$ cat src/rtl/uart_tx_fifo_pkg.sv
// Shared UART definitions: transmitter bit states plus the types and
// constants used by the transmit FIFO issue controller.
package uart_tx_fifo_pkg;

   typedef logic [7:0] byte_t;

   // Serializer bit-level states of the UART transmitter.
   typedef enum logic [1:0] {
      TXB_IDLE  = 2'd0,
      TXB_START = 2'd1,
      TXB_DATA  = 2'd2,
      TXB_STOP  = 2'd3
   } tx_bit_state_e;

   // Issue controller states between the FIFO and the transmitter.
   typedef enum logic [1:0] {
      S_IDLE = 2'd0,
      S_REQ  = 2'd1,
      S_ACK  = 2'd2,
      S_DONE = 2'd3
   } issue_state_e;

   localparam int unsigned FIFO_DEPTH_DEFAULT = 16;

   // Cycles without tx_busy in S_ACK before the request is repeated.
   localparam int unsigned                ACK_TIMER_WIDTH = 3;
   localparam logic [ACK_TIMER_WIDTH-1:0] ACK_TIMEOUT     = 3'd4;

   // Saturating increment for the acknowledge timer.
   function automatic logic [ACK_TIMER_WIDTH-1:0] ack_timer_inc(
      input logic [ACK_TIMER_WIDTH-1:0] t
   );
      return (t == '1) ? t : t + 1'b1;
   endfunction

endpackage

$ cat src/rtl/uart_tx_fifo_if.sv
// Writer handshake and transmitter request bundle around the TX FIFO.
// The slave side is the FIFO; the master side is the writer together
// with the transmitter that answers with tx_busy.
interface uart_tx_fifo_if;
   import uart_tx_fifo_pkg::*;

   logic  wr_valid;
   byte_t wr_data;
   logic  wr_ready;
   logic  tx_valid;
   byte_t tx_data;
   logic  tx_busy;

   modport master (
      output wr_valid,
      output wr_data,
      output tx_busy,
      input  wr_ready,
      input  tx_valid,
      input  tx_data
   );

   modport slave (
      input  wr_valid,
      input  wr_data,
      input  tx_busy,
      output wr_ready,
      output tx_valid,
      output tx_data
   );

endinterface

$ cat src/rtl/uart_tx_fifo_sync_fifo_ctrl.sv
// Circular FIFO bookkeeping: write/read pointers, occupancy count and
// full/empty flags. Callers only assert push/pop when legal; flush wins
// over both and returns the FIFO to its empty state.
module sync_fifo_ctrl
   import uart_tx_fifo_pkg::*;
#(
   parameter  int unsigned DEPTH      = FIFO_DEPTH_DEFAULT,
   localparam int unsigned ADDR_WIDTH = $clog2(DEPTH)
) (
   input  logic                  clock,
   input  logic                  reset,
   input  logic                  flush,
   input  logic                  push,
   input  logic                  pop,
   output logic [ADDR_WIDTH-1:0] wr_ptr,
   output logic [ADDR_WIDTH-1:0] rd_ptr,
   output logic [ADDR_WIDTH:0]   count,
   output logic                  empty,
   output logic                  full
);

   localparam logic [ADDR_WIDTH:0] COUNT_FULL = (ADDR_WIDTH+1)'(DEPTH);

   logic [ADDR_WIDTH-1:0] wr_ptr_q, wr_ptr_d;
   logic [ADDR_WIDTH-1:0] rd_ptr_q, rd_ptr_d;
   logic [ADDR_WIDTH:0]   count_q,  count_d;

   // Next pointer/count values; pointers wrap naturally at DEPTH.
   always_comb begin
      wr_ptr_d = wr_ptr_q;
      rd_ptr_d = rd_ptr_q;
      count_d  = count_q;
      if (flush) begin
         wr_ptr_d = '0;
         rd_ptr_d = '0;
         count_d  = '0;
      end else begin
         if (push) begin
            wr_ptr_d = wr_ptr_q + 1'b1;
         end
         if (pop) begin
            rd_ptr_d = rd_ptr_q + 1'b1;
         end
         unique case ({push, pop})
            2'b10:   count_d = count_q + 1'b1;
            2'b01:   count_d = count_q - 1'b1;
            default: count_d = count_q;
         endcase
      end
   end

   // Pointer and count registers.
   always_ff @(posedge clock) begin
      if (reset) begin
         wr_ptr_q <= '0;
         rd_ptr_q <= '0;
         count_q  <= '0;
      end else begin
         wr_ptr_q <= wr_ptr_d;
         rd_ptr_q <= rd_ptr_d;
         count_q  <= count_d;
      end
   end

   assign wr_ptr = wr_ptr_q;
   assign rd_ptr = rd_ptr_q;
   assign count  = count_q;
   assign empty  = (count_q == '0);
   assign full   = (count_q == COUNT_FULL);

endmodule

$ cat src/rtl/uart_tx_fifo.sv
// Byte buffer and issue controller in front of the UART transmitter.
// Bytes enter through a valid/ready handshake, are stored in a circular
// array and are handed to the transmitter one at a time.
module uart_tx_fifo
   import uart_tx_fifo_pkg::*;
#(
   parameter  int unsigned DEPTH      = FIFO_DEPTH_DEFAULT,
   localparam int unsigned ADDR_WIDTH = $clog2(DEPTH)
) (
   input  logic                clock,
   input  logic                reset,
   input  logic                flush,
   uart_tx_fifo_if.slave       bus,
   output logic [ADDR_WIDTH:0] count,
   output logic                empty,
   output logic                full,
   output logic                drained
);

   logic                  push;
   logic                  pop;
   logic [ADDR_WIDTH-1:0] wr_ptr;
   logic [ADDR_WIDTH-1:0] rd_ptr;

   byte_t mem_q [DEPTH];
   byte_t mem_d [DEPTH];

   issue_state_e                state_q,     state_d;
   byte_t                       tx_data_q,   tx_data_d;
   logic [ACK_TIMER_WIDTH-1:0]  ack_timer_q, ack_timer_d;

   // A write is taken whenever the writer offers and there is room;
   // flush discards anything offered in the same cycle.
   assign push = bus.wr_valid && !full && !flush;

   sync_fifo_ctrl #(
      .DEPTH (DEPTH)
   ) u_ctrl (
      .clock  (clock),
      .reset  (reset),
      .flush  (flush),
      .push   (push),
      .pop    (pop),
      .wr_ptr (wr_ptr),
      .rd_ptr (rd_ptr),
      .count  (count),
      .empty  (empty),
      .full   (full)
   );

   // Storage array write port.
   always_comb begin
      mem_d = mem_q;
      if (push) begin
         mem_d[wr_ptr] = bus.wr_data;
      end
   end

   // Issue FSM: pop into the holding register, pulse the request, then
   // follow tx_busy; an unanswered request is repeated after ACK_TIMEOUT.
   always_comb begin
      state_d     = state_q;
      tx_data_d   = tx_data_q;
      ack_timer_d = ack_timer_q;
      pop         = 1'b0;
      unique case (state_q)
         S_IDLE: begin
            if (!empty && !flush) begin
               pop       = 1'b1;
               tx_data_d = mem_q[rd_ptr];
               state_d   = S_REQ;
            end
         end
         S_REQ: begin
            ack_timer_d = '0;
            state_d     = S_ACK;
         end
         S_ACK: begin
            if (bus.tx_busy) begin
               state_d = S_DONE;
            end else begin
               ack_timer_d = ack_timer_inc(ack_timer_q);
               if (ack_timer_d == ACK_TIMEOUT) begin
                  state_d = S_REQ;
               end
            end
         end
         S_DONE: begin
            if (!bus.tx_busy) begin
               state_d = S_IDLE;
            end
         end
         default: state_d = S_IDLE;
      endcase
   end

   // FSM, holding register, ack timer and storage registers.
   always_ff @(posedge clock) begin
      if (reset) begin
         state_q     <= S_IDLE;
         tx_data_q   <= '0;
         ack_timer_q <= '0;
         mem_q       <= '{default: '0};
      end else begin
         state_q     <= state_d;
         tx_data_q   <= tx_data_d;
         ack_timer_q <= ack_timer_d;
         mem_q       <= mem_d;
      end
   end

   assign bus.wr_ready = !full;
   assign bus.tx_valid = (state_q == S_REQ);
   assign bus.tx_data  = tx_data_q;
   assign drained      = empty && (state_q == S_IDLE) && !bus.tx_busy;

endmodule

$ cat src/flat_wrapper.sv
// flat-port wrapper written by rule: the top's interface ports become plain ports
module uart_tx_fifo_flat import uart_tx_fifo_pkg::*;
#(
   parameter  int unsigned DEPTH      = FIFO_DEPTH_DEFAULT,
   localparam int unsigned ADDR_WIDTH = $clog2(DEPTH)
)
  (clock, reset, flush, count, empty, full, drained, bus_wr_valid, bus_wr_data, bus_tx_busy, bus_wr_ready, bus_tx_valid, bus_tx_data);
  uart_tx_fifo_if bus_i ();
  input  logic clock;
  input  logic reset;
  input  logic flush;
  output logic [ADDR_WIDTH:0] count;
  output logic empty;
  output logic full;
  output logic drained;
  input wire logic [$bits(bus_i.wr_valid)-1:0] bus_wr_valid;
  input wire logic [$bits(bus_i.wr_data)-1:0] bus_wr_data;
  input wire logic [$bits(bus_i.tx_busy)-1:0] bus_tx_busy;
  output wire logic [$bits(bus_i.wr_ready)-1:0] bus_wr_ready;
  output wire logic [$bits(bus_i.tx_valid)-1:0] bus_tx_valid;
  output wire logic [$bits(bus_i.tx_data)-1:0] bus_tx_data;
  assign bus_i.wr_valid = bus_wr_valid;
  assign bus_i.wr_data = bus_wr_data;
  assign bus_i.tx_busy = bus_tx_busy;
  assign bus_wr_ready = bus_i.wr_ready;
  assign bus_tx_valid = bus_i.tx_valid;
  assign bus_tx_data = bus_i.tx_data;
  uart_tx_fifo #(.DEPTH(DEPTH)) u_core (.clock(clock), .reset(reset), .flush(flush), .bus(bus_i), .count(count), .empty(empty), .full(full), .drained(drained));
endmodule
$ cat config.mk
export PLATFORM = sky130hd
export DESIGN_NAME = uart_tx_fifo_flat
export DESIGN_NICKNAME = d
export VERILOG_FILES = /design/src/rtl/uart_tx_fifo_pkg.sv /design/src/rtl/uart_tx_fifo_if.sv /design/src/rtl/uart_tx_fifo_sync_fifo_ctrl.sv /design/src/rtl/uart_tx_fifo.sv /design/src/flat_wrapper.sv
export SDC_FILE = /design/constraint.sdc
export NUM_CORES = 1
export LEC_CHECK = 0
export CAP_MARGIN = 5
export CORE_MARGIN = 10
export CORE_UTILIZATION = 40
export DETAILED_ROUTE_END_ITERATION = 8
export PLACE_DENSITY = 0.59
export SYNTH_ARGS = -nofsm -noshare
export SYNTH_HDL_FRONTEND = slang
export SYNTH_SLANG_ARGS = --single-unit
$ cat constraint.sdc
create_clock -name clock -period 3.1 [get_ports clock]
set_input_delay 0.62 -clock clock [delete_from_list [all_inputs] [get_ports clock]]
set_output_delay 0.62 -clock clock [all_outputs]
set_load 0.005 [all_outputs]
==> reports/qor.csv <==
stage;metric;value;unit
status;status;finished, final reports clean;
synth;Async S/R FF share, synth;0;
floorplanning;DIE HEIGHT;156;um
cells_and_area;proportion of layout cells with a drive suffix above 1;0.160;
cells_and_area;Fillers;1695;
synth;sequential-to-total area share from yosys stat;0.418;
power_and_ir_drop;leakage;0.00287;uW
global_route;grt ovf;0;
cells_and_area;Area growth, synth to finish;16.3;%
cells_and_area;Multi-input gate area;0.00405;sq mm
sta;pins over their slew limit;0;
detailed_routing;initial DRC count;287;
flow_run;Max-Cap Viols;0;
sta;FMAX;341;MHz
clock_network;CTS H-Tree Depth;4;
detailed_routing;routed length per placed instance;17.7;um
detailed_routing;drt total wl;17000;um
synth;synth top area cells;dfxtp_1, mux2i_1, nor2_1;
clock_network;clock transition at the registers of the reported paths;0.06;ns
synth;Syn Area/Cell;10.6;sq um
cells_and_area;fin util;0.476;
clock_network;cts hold-fix bufs;0;
sta;Hold Slack;0.493;ns
placement;routability cong.;0.820;
cells_and_area;Final Cell Area;0.00857;sq mm
worst_setup_path;CP Max Fanout;7;
worst_setup_path;Crit Path Class;reg -> out;
global_route;initial antenna violation count;0;
detailed_routing;Initial DRT Pass Iterations;5;
clock_network;Num Clock Sinks;154;
worst_setup_path;crit path buf inv count;1;
synth;synth warn;0;
power_and_ir_drop;Worst VDD drop;0.513;mV
synth;Synth cell types;51;
worst_setup_path;crit path max-delay cell type;or4_1;
synth;top cells by count, synth;mux2i_1, dfxtp_1, nor2_1;
global_route;global-route wire length before repair;27800;um
clock_network;CTS buffer count;17;
power_and_ir_drop;PwrDens;508;mW/mm^2
synth;Cells after Synth;697;
detailed_routing;total number of vias;5203;
clock_network;root buf cell;clkbuf_16;
cells_and_area;NumNets Final;741;
clock_network;Clk Latency, worst-skew pair;0.43;ns
placement;port bufs;30;
worst_setup_path;Critical Path End Type;output pin;
synth;number of synthesized register bits;154;
clock_network;CTS tree;done;
sta;RSZ-0062 raised after global routing;no;
worst_setup_path;Critical Path AT;2.31;ns
worst_setup_path;kind of start point of the critical path;register;
floorplanning;initial core utilization;0.409;
sta;worst-margin pin slew;0.659;ns
synth;area of the mapped netlist;0.00737;sq mm
sta;Hold Vio Cnt, Final;0;
sta;Final TNS setup;0;ns
sta;final worst-path cycle share;0.946;
detailed_routing;drt drc;0;
cells_and_area;antenna diode count;0;
clock_network;clock tree buffer depth;2;
detailed_routing;Vias/cell;5.41;
synth;top-count cell post-synth;mux2i_1;
floorplanning;Die ar.;0.0243;sq mm
clock_network;Post-CTS Setup Bufs;0;
placement;hpwl dp;11800;um
floorplanning;core area;0.0180;sq mm
synth;syn nets;719;
placement;placed inst area;0.00796;sq mm
synth;area leader, netlist;dfxtp_1;
worst_setup_path;critical path's top delay family;simple AND/OR/NAND/NOR gates;
sta;Period minus WS final;2.93;ns
cells_and_area;Register Area;0.00309;sq mm
worst_setup_path;critical path, cell by cell;or4_1, nor2_2, nor4b_2, clkdlybuf4s50_1;
floorplanning;Die X;156;um
sta;Worst Clk Skew;0.0130;ns
hold_path;HP Class;reg -> reg;
worst_setup_path;CP Data Required Time;2.48;ns
sta;final setup vio count;0;
worst_setup_path;slowest stage delay, CP;0.59;ns
synth;ys flop type;dfxtp_1;
synth;Synth top area share;0.418;
floorplanning;I/O pin count;31;
synth;Post-synth EDFFs;0;
global_route;vias in the first global route;5314;
sta;Slew headroom;0.559;
detailed_routing;Final ANT Viol Nets;0;
global_route;pin count of the biggest net entering global routing;82;
floorplanning;Placement Rows;49;
global_route;gr usage total;0.143;
## where the power goes
part	internal [uW]	switching (uW)	leakage (uW)
clock network	1220	877	0.000287
registers	2000	14.8	0.00124
logic	98.5	150	0.00134
total	3320	1040	0.00287
## metal layers
| layer | vias up | GRT usage | part of all wire | wire (um) |
|---|---|---|---|---|
| li1 | 2522 | - | - | - |
| met4 | 0 | 0.0588 | 0.022 | 369 |
| met3 | 23 | 0.0306 | 0.029 | 491 |
| met1 | 2586 | 0.168 | 0.44 | 7470 |
| met2 | 72 | 0.249 | 0.51 | 8630 |
| met5 | - | 0 | 0 | 0 |
## cell families (layout without fill, tap and decap cells)
group	Yosys count	count (layout)	synth area share
adders and majority gates	9	9	0.0153
buffers and inverters	60	95	0.0362
AOI/OAI and AO/OA	70	70	0.118
muxes	182	182	0.275
and+or+nand+nor	213	213	0.127
DFF	154	154	0.418
xor gates and xnor gates	9	9	0.0107
## final cells by class
type	count	share of cell area
well taps	229	0.0334
clock buffers	18	0.0512
inverters	7	0.00306
clock inverters	14	0.0188
repair buffers	56	0.0608
multi-input cells	483	0.472
flip-flops and latches	154	0.360
## stage by stage
stage | cells | power [uW] | setup WS (ns)
CTS | 961 | 4410 | 0.0296
global placement | 929 | 2300 | 0.254
floorplan | 697 | 2220 | -0.0216
global route | 961 | 4520 | 0.0466
detailed placement | 929 | 2300 | 0.199
finish | 961 | 4360 | 0.166
## path summary, 6_finish.rpt
path / end / cells past startpoint / slack, ns / start
max: drained / 4 / 0.17 / u_core.u_ctrl.count[0]
min: u_core.mem_q[88] / 2 / 0.49 / u_core.mem_q[88]
max reg2reg: u_core.u_ctrl.count[4] / 9 / 0.55 / u_core.u_ctrl.count[4]
min reg2reg: u_core.mem_q[88] / 2 / 0.49 / u_core.mem_q[88]
## cells in the final DEF (no fill, tap or decap), types with 3 or more instances in the layout
cell	Yosys	final
inv_6	0	5
o21ai_0	3	3
o211ai_1	3	3
mux2i_1	165	165
dfxtp_1	154	150
clkinvlp_4	0	3
mux4_2	16	16
o22ai_1	15	15
nor2_1	153	152
clkdlybuf4s50_1	0	29
nor2b_1	7	7
dfxtp_2	0	4
xor2_1	5	5
buf_4	0	24
a311oi_2	8	8
or3_1	3	3
o2111ai_4	4	4
ha_1	9	7
a31oi_1	3	3
a21oi_1	6	4
clkbuf_16	0	17
nand2_1	19	19
inv_1	5	5
nand3_1	5	5
xnor2_1	4	4
nand2b_1	8	8
a211oi_1	8	8
a2111oi_4	12	12
## state kept, by name (all words and copies together) (netlist names)
register,count
u_core.ack_timer_q,3
u_core.bus.tx_data,8
u_core.mem_q,128
u_core.state_q,2
u_core.u_ctrl.wr_ptr,4
u_core.u_ctrl.count,5
u_core.u_ctrl.rd_ptr,4
## tightest hold or removal path, delay by kind of cell, from the launching register on
kind          cells  cell delay [ns]
simple gates      1             0.07
mux               1             0.06
flops             1             0.33
## repair_timing
action | CTS | global route
pin swaps | 0 | 0
setup endpoints to repair | 1 | 2
resized for setup | 1 | 3
Power figures use the tool's default switching activity.
